$ cat config.mk
export PLATFORM = sky130hd
export DESIGN_NAME = ex_muldiv_unit
export DESIGN_NICKNAME = d
export VERILOG_FILES = /design/src/rtl/riscv_pkg.sv /design/src/rtl/muldiv_step.sv /design/src/rtl/ex_muldiv_unit.sv
export SDC_FILE = /design/constraint.sdc
export NUM_CORES = 2
export LEC_CHECK = 0
export BUFFER_PORTS_ARGS = -buffer_cell sky130_fd_sc_hd__clkbuf_2
export CAP_MARGIN = 20
export CORE_UTILIZATION = 63
export DETAILED_ROUTE_END_ITERATION = 7
export PLACE_DENSITY = 0.82
export SLEW_MARGIN = 10
export SYNTH_ARGS = -nofsm -noshare
export SYNTH_HDL_FRONTEND = slang
export SYNTH_SLANG_ARGS = --single-unit
$ cat constraint.sdc
create_clock -name clk -period 9.13 [get_ports clk]
set_input_delay 1.826 -clock clk [delete_from_list [all_inputs] [get_ports clk]]
set_output_delay 1.826 -clock clk [all_outputs]
set_load 0.05 [all_outputs]
$ cat src/rtl/riscv_pkg.sv
// Shared RV64 definitions for the EX-stage multiply/divide unit.
package riscv_pkg;

  localparam int unsigned XLEN  = 64;
  localparam int unsigned HALF  = XLEN / 2;
  localparam int unsigned CNT_W = 7;

  localparam logic [6:0] FUNC7_MULDIV = 7'b0000001;

  // func3 encodings of the M extension
  typedef enum logic [2:0] {
    OP_MUL    = 3'b000,
    OP_MULH   = 3'b001,
    OP_MULHSU = 3'b010,
    OP_MULHU  = 3'b011,
    OP_DIV    = 3'b100,
    OP_DIVU   = 3'b101,
    OP_REM    = 3'b110,
    OP_REMU   = 3'b111
  } muldiv_op_e;

  typedef enum logic [2:0] {
    IDLE = 3'd0,
    PREP = 3'd1,
    CALC = 3'd2,
    FIX  = 3'd3,
    DONE = 3'd4
  } muldiv_state_e;

  // MUL is treated as signed so word multiplies keep magnitudes within 32 bits;
  // the low product half is identical either way.
  function automatic logic rs1_signed(input muldiv_op_e op);
    return op inside {OP_MUL, OP_MULH, OP_MULHSU, OP_DIV, OP_REM};
  endfunction

  function automatic logic rs2_signed(input muldiv_op_e op);
    return op inside {OP_MUL, OP_MULH, OP_DIV, OP_REM};
  endfunction

endpackage

$ cat src/rtl/muldiv_step.sv
// One iteration of the shift-add multiplier / restoring divider.
module muldiv_step
  import riscv_pkg::*;
(
  input  logic            div_mode,
  input  logic [XLEN-1:0] hi,
  input  logic [XLEN-1:0] lo,
  input  logic [XLEN-1:0] b,
  output logic [XLEN-1:0] hi_next_c,
  output logic [XLEN-1:0] lo_next_c
);

  logic [XLEN:0] sum_c;
  logic [XLEN:0] shifted_c;
  logic          ge_c;

  // Multiply: add multiplicand on lo[0], shift {carry,hi,lo} right.
  // Divide: shift {hi,lo} left, trial-subtract divisor, shift in quotient bit.
  always_comb begin
    sum_c     = {1'b0, hi} + (lo[0] ? {1'b0, b} : {(XLEN+1){1'b0}});
    shifted_c = {hi, lo[XLEN-1]};
    ge_c      = shifted_c >= {1'b0, b};
    hi_next_c = sum_c[XLEN:1];
    lo_next_c = {sum_c[0], lo[XLEN-1:1]};
    if (div_mode) begin
      if (ge_c) begin
        hi_next_c = shifted_c[XLEN-1:0] - b;
        lo_next_c = {lo[XLEN-2:0], 1'b1};
      end else begin
        hi_next_c = shifted_c[XLEN-1:0];
        lo_next_c = {lo[XLEN-2:0], 1'b0};
      end
    end
  end

endmodule

$ cat src/rtl/ex_muldiv_unit.sv
// Iterative RV64M multiply/divide unit in EX; stalls the front end while busy.
// Optional MULDIV_WORD_EN adds the is_word input for the *W instructions.
module ex_muldiv_unit
  import riscv_pkg::*;
(
  input  logic            clk,
  input  logic            rst_n,
  input  logic            start,
  input  logic            flush,
  input  logic [2:0]      op,
  input  logic [XLEN-1:0] rs1_val,
  input  logic [XLEN-1:0] rs2_val,
`ifdef MULDIV_WORD_EN
  input  logic            is_word,
`endif
  output logic            busy,
  output logic            stall_req,
  output logic            done,
  output logic [XLEN-1:0] result
);

  muldiv_state_e   state_q, state_d;
  muldiv_op_e      op_q;
  muldiv_op_e      op_in_c;
  logic            word_q, word_in_c;
  logic [XLEN-1:0] a_q, b_q, b_mag_q, hi_q, lo_q, result_q;
  logic            a_neg_q, b_neg_q;
  logic [CNT_W-1:0] count_q;

  logic [XLEN-1:0] a_in_c, b_in_c;
  logic            accept_c, last_iter_c, is_div_c;
  logic            a_neg_c, b_neg_c;
  logic [XLEN-1:0] a_abs_c, b_abs_c;
  logic [XLEN-1:0] hi_step_c, lo_step_c;
  logic [2*XLEN-1:0] prod_raw_c, prod_c;
  logic [XLEN-1:0] quot_c, rem_c, min_c, fix_c;

`ifdef MULDIV_WORD_EN
  assign word_in_c = is_word;
`else
  assign word_in_c = 1'b0;
`endif

  assign op_in_c     = muldiv_op_e'(op);
  assign accept_c    = (state_q == IDLE) && start && !flush;
  assign is_div_c    = op_q[2];
  assign last_iter_c = count_q == (word_q ? CNT_W'(HALF - 1) : CNT_W'(XLEN - 1));

  // Operand capture value: word ops use the low half, sign- or zero-extended
  always_comb begin
    a_in_c = rs1_val;
    b_in_c = rs2_val;
    if (word_in_c) begin
      a_in_c = rs1_signed(op_in_c) ? {{HALF{rs1_val[HALF-1]}}, rs1_val[HALF-1:0]}
                                   : {{HALF{1'b0}}, rs1_val[HALF-1:0]};
      b_in_c = rs2_signed(op_in_c) ? {{HALF{rs2_val[HALF-1]}}, rs2_val[HALF-1:0]}
                                   : {{HALF{1'b0}}, rs2_val[HALF-1:0]};
    end
  end

  // Operand magnitudes and sign flags for the unsigned core
  always_comb begin
    a_neg_c = rs1_signed(op_q) & a_q[XLEN-1];
    b_neg_c = rs2_signed(op_q) & b_q[XLEN-1];
    a_abs_c = a_neg_c ? -a_q : a_q;
    b_abs_c = b_neg_c ? -b_q : b_q;
  end

  muldiv_step u_step (
    .div_mode  (is_div_c),
    .hi        (hi_q),
    .lo        (lo_q),
    .b         (b_mag_q),
    .hi_next_c (hi_step_c),
    .lo_next_c (lo_step_c)
  );

  // Sign correction, special cases and result selection
  always_comb begin
    prod_raw_c = word_q ? ({hi_q, lo_q} >> HALF) : {hi_q, lo_q};
    prod_c     = (a_neg_q ^ b_neg_q) ? -prod_raw_c : prod_raw_c;
    quot_c     = (a_neg_q ^ b_neg_q) ? -lo_q : lo_q;
    rem_c      = a_neg_q ? -hi_q : hi_q;
    min_c      = word_q ? {{HALF{1'b1}}, 1'b1, {(HALF-1){1'b0}}}
                        : {1'b1, {(XLEN-1){1'b0}}};
    if (b_q == '0) begin
      quot_c = '1;
      rem_c  = a_q;
    end else if (rs1_signed(op_q) && (a_q == min_c) && (b_q == '1)) begin
      quot_c = min_c;
      rem_c  = '0;
    end
    case (op_q)
      OP_MUL:                        fix_c = prod_c[XLEN-1:0];
      OP_MULH, OP_MULHSU, OP_MULHU:  fix_c = prod_c[2*XLEN-1:XLEN];
      OP_DIV, OP_DIVU:               fix_c = quot_c;
      default:                       fix_c = rem_c;
    endcase
    if (word_q) fix_c = {{HALF{fix_c[HALF-1]}}, fix_c[HALF-1:0]};
  end

  // State register
  always_ff @(posedge clk) begin
    if (!rst_n) state_q <= IDLE;
    else        state_q <= state_d;
  end

  // Next state and pipeline stall request
  always_comb begin
    state_d   = state_q;
    stall_req = 1'b0;
    case (state_q)
      IDLE: begin
        if (start && !flush) begin
          state_d   = PREP;
          stall_req = 1'b1;
        end
      end
      PREP: begin
        state_d   = CALC;
        stall_req = 1'b1;
      end
      CALC: begin
        if (last_iter_c) state_d = FIX;
        stall_req = 1'b1;
      end
      FIX: begin
        state_d   = DONE;
        stall_req = 1'b1;
      end
      DONE:    state_d = IDLE;
      default: state_d = IDLE;
    endcase
    if (flush) state_d = IDLE;
  end

  // Datapath registers
  always_ff @(posedge clk) begin
    if (!rst_n) begin
      op_q     <= OP_MUL;
      word_q   <= 1'b0;
      a_q      <= '0;
      b_q      <= '0;
      b_mag_q  <= '0;
      hi_q     <= '0;
      lo_q     <= '0;
      a_neg_q  <= 1'b0;
      b_neg_q  <= 1'b0;
      count_q  <= '0;
      result_q <= '0;
    end else begin
      case (state_q)
        IDLE: begin
          if (accept_c) begin
            op_q   <= op_in_c;
            word_q <= word_in_c;
            a_q    <= a_in_c;
            b_q    <= b_in_c;
          end
        end
        PREP: begin
          a_neg_q <= a_neg_c;
          b_neg_q <= b_neg_c;
          b_mag_q <= b_abs_c;
          hi_q    <= '0;
          lo_q    <= (is_div_c && word_q) ? {a_abs_c[HALF-1:0], {HALF{1'b0}}} : a_abs_c;
          count_q <= '0;
        end
        CALC: begin
          hi_q    <= hi_step_c;
          lo_q    <= lo_step_c;
          count_q <= count_q + CNT_W'(1);
        end
        FIX: begin
          if (!flush) result_q <= fix_c;
        end
        default: ;
      endcase
    end
  end

  assign busy   = (state_q != IDLE);
  assign done   = (state_q == DONE);
  assign result = result_q;

endmodule

==> out/metrics.cfg <==
[placement]
hpwlAfterDp_um = 87310
port_buffers = 201
dp_slack_ns = 4.350
place_congestion = 1.100
placedInstanceArea_um2 = 33250

[global_route]
antenna_found_initial = 0
grt.overflow.total = 0
grt.total_usage_pct = 43.86
pin_count_of_the_biggest_net_entering_global_routing = 107
grt_pass1_wl_um = 183500
first_global_vias = 31936

[sta]
rsz0062_at_grt = no
layout_min_cycle_time_ns = 5.029
period_share_pct = 55.09
final-max-slew-violation-count = 0
timing.hold.ws_ns = 0.4510
final.setup.tns_ns = 0
worst-slew-pin-transition_ns = 1.021
max_clock_freq_mhz = 198.8
setup_slack_ns = 4.101
worst_slew_margin_rel_pct = 31.94
finalSetupViolCount = 0
hold_violations = 0
fin_worst_skew_ns = 0.04472

[worst_setup_path]
worstReg2RegEnd = result[15]
critical_path.endpoint_type = flop
crit_path_max_delay_family = simple AND/OR/NAND/NOR gates
cpMaxStageDelayCell = nand4_1
worst-endpoint-arrival_ns = 5.52
path_cells = inv_1 > ha_1 > or3b_2 > nor4_1 > nand4_1 > nor2_2 > nand3_1 > nor4_2 > nand2_1 > nand2_2 > buf_4 > o221ai_1 > a32o_1
worstSetupEndpoint = result[15]
r2r_slack_ns = 4.10
cp.required_ns = 9.62
startpoint_type = flop
critical_path.reg2reg.startpoint = a_q[0]
worst-setup-path-type = flop to flop
critical_path.max_fanout = 39
timing.critical_path.depth = 13
reg2regPathDepth = 13
critical_path.max_stage_delay_ns = 0.51
critical_path_origin = a_q[0]
crit_buf_inv = 2

[yosys]
synth.distinct_cells = 87
synth_async_sr_flop_share_pct = 0
top_cells_by_area_synth = dfxtp_1, a21oi_1, nand2_1
post_synthesis_net_count = 4768
syn_inst = 4497
synth_enable_flop_cells = 0
synth_top_area_share_pct = 24.63
syn_area_um2 = 32430
synth_seq_area_share_pct = 24.63
synth_top_cell_by_area = dfxtp_1
avgSynthCellArea_um2 = 7.213
ys.flop_type = dfxtp_1
synth-seq-cells = 399
yosys_warnings = 0

[floorplan]
die_h_um = 228.9
core_area_um2 = 50480
core.rowCount = 82
start_util_pct = 64.25
fp.dieW_um = 228.9
io-pin-count = 202
floorplan.die_area_um2 = 52400

[clock_network]
cts_tree = yes
post_cts.repair.setup_buffers = 0
postCtsResizedCells = 0
clk-insertion-delay-late_ns = 0.62
deepest_clock_path_buffer_count = 3
clock_sink_count = 399
htree_num_levels = 2
cts_root_buf = clkbuf_16
clk_pin_slew_ns = 0.06
ctsHoldBuffers = 0
clock_buffers_created_by_tritoncts = 45

[route]
detailroute.via_count = 35277
drt-vias-per-instance = 6.895
first_iter_violations = 4955
post-route-drc-count = 6
drtPass1Iterations = 8
drt_wl_total_um = 119500
wire_per_inst_um = 23.36
drtAntennaViolNets = 0

[finish]
final_util_pct = 68.93
antenna-diode-count = 0
layout-drive-gt1-share_pct = 8.663
stdcell_area_um2 = 34800
final_net_count = 4680
filler_cell_count = 4436
area_growth_pct = 7.279

[outcome]
violations = design-rule violations
status = finished with violations

[flow_run]
max-cap-violations = 0

[power_and_ir_drop]
p_per_area_nw_per_um2 = 137.7
p_leak_nw = 13.60
vdd_ir_drop_max_mv = 0.1906

[min_path]
hp-class = flop to flop

==> area by class of cell <==
| cell class | instances | area, µm² | area share (%) |
|---|---|---|---|
| Multi-Input combinational cell | 3582 | 22560 | 64.84 |
| Sequential cell | 399 | 7993 | 22.97 |
| Timing Repair Buffer | 249 | 1384 | 3.977 |
| Clock buffer | 60 | 1272 | 3.657 |
| Tap cell | 672 | 840.8 | 2.416 |
| Inverter | 132 | 503.0 | 1.446 |
| Clock inverter | 22 | 240.2 | 0.6904 |
==> per-stage QoR <==
step | instances | power [W]
floorplan | 4497 | 0.002591
global placement | 5032 | 0.002882
detailed placement | 5032 | 0.002893
CTS | 5114 | 0.004741
global route | 5116 | 0.004938
finish | 5116 | 0.004790
==> worst min-delay path by stage <==
| stage | depth (start not counted) | startpoint | slack, ns | endpoint |
|---|---|---|---|---|
| after global routing | 2 | b_mag_q[18] | 0.48 | b_mag_q[18] |
| after global placement | 2 | b_mag_q[18] | 0.44 | b_mag_q[18] |
| after detailed placement | 2 | b_mag_q[63] | 0.45 | b_mag_q[63] |
| after CTS | 2 | b_mag_q[63] | 0.45 | b_mag_q[63] |
| after floorplan | 2 | b_mag_q[18] | 0.43 | b_mag_q[18] |
| final | 2 | b_mag_q[18] | 0.45 | b_mag_q[18] |
==> sequential cells by signal, summed over array words and instances (netlist names), 7 cells and up <==
register,flops
b_q,64
a_q,64
result,64
lo_q,64
count_q,7
b_mag_q,64
hi_q,64
==> cells in the mapped netlist, types with 19 or more instances <==
cell type and n:
a211oi_1 137, a21o_1 68, a21oi_1 517, a221o_1 44, a22o_1 39, a31oi_1 34
a32o_1 40, and2_1 21, and3_1 22, buf_2 20, clkbuf_1 339, dfxtp_1 399
ha_1 134, inv_1 130, mux2i_1 85, nand2_1 591, nand2b_1 29, nand3_1 82
nand4_1 65, nor2_1 391, nor3_1 95, nor4_1 44, o211ai_1 22, o21a_1 19
o21ai_0 249, o21bai_1 28, o221ai_1 66, o31ai_1 40, o41ai_1 23, or3_1 57
or4_1 21, xnor2_1 248, xor2_1 161
==> worst min-delay path: stages (launching register included) <==
cell and delay (ns):
dfxtp_1 0.31, nand2_1 0.05, a21oi_1 0.05
==> where the power goes <==
group / internal (W) / switching [W]
Clock: 0.00107 / 0.000806
Combinational: 0.000335 / 0.000683
Sequential: 0.00180 / 0.0000964
Total: 0.00321 / 0.00159
==> cells by family after synthesis <==
group	count (synthesis)	synth area share, %
compound gates	1437	28.63
xor+xnor	409	11.04
fa+ha+maj	136	5.293
buf+inv	516	6.161
flops	399	24.63
mux	93	2.901
simple gates	1507	21.34
==> routing by layer <==
layer,track usage (%),vias to the layer above,share of wire [%]
met4,25.94,0,6.9
met2,64.02,2511,41
li1,-,16046,-
met1,57.31,16169,38
met3,12.43,551,13
met5,0,-,0
==> placed cells by master, fill, tap and decap left out, types with 47 or more instances in the layout <==
cell and n:
nand2_1 589, a21oi_1 517, dfxtp_1 397, nor2_1 387, o21ai_0 249, xnor2_1 247, clkbuf_2 201, xor2_1 160
a211oi_1 137, ha_1 134, inv_1 129, nor3_1 95, mux2i_1 85, nand3_1 82, a21o_1 68, o221ai_1 66
nand4_1 65, or3_1 57, buf_4 47
Power figures use the tool's default switching activity.
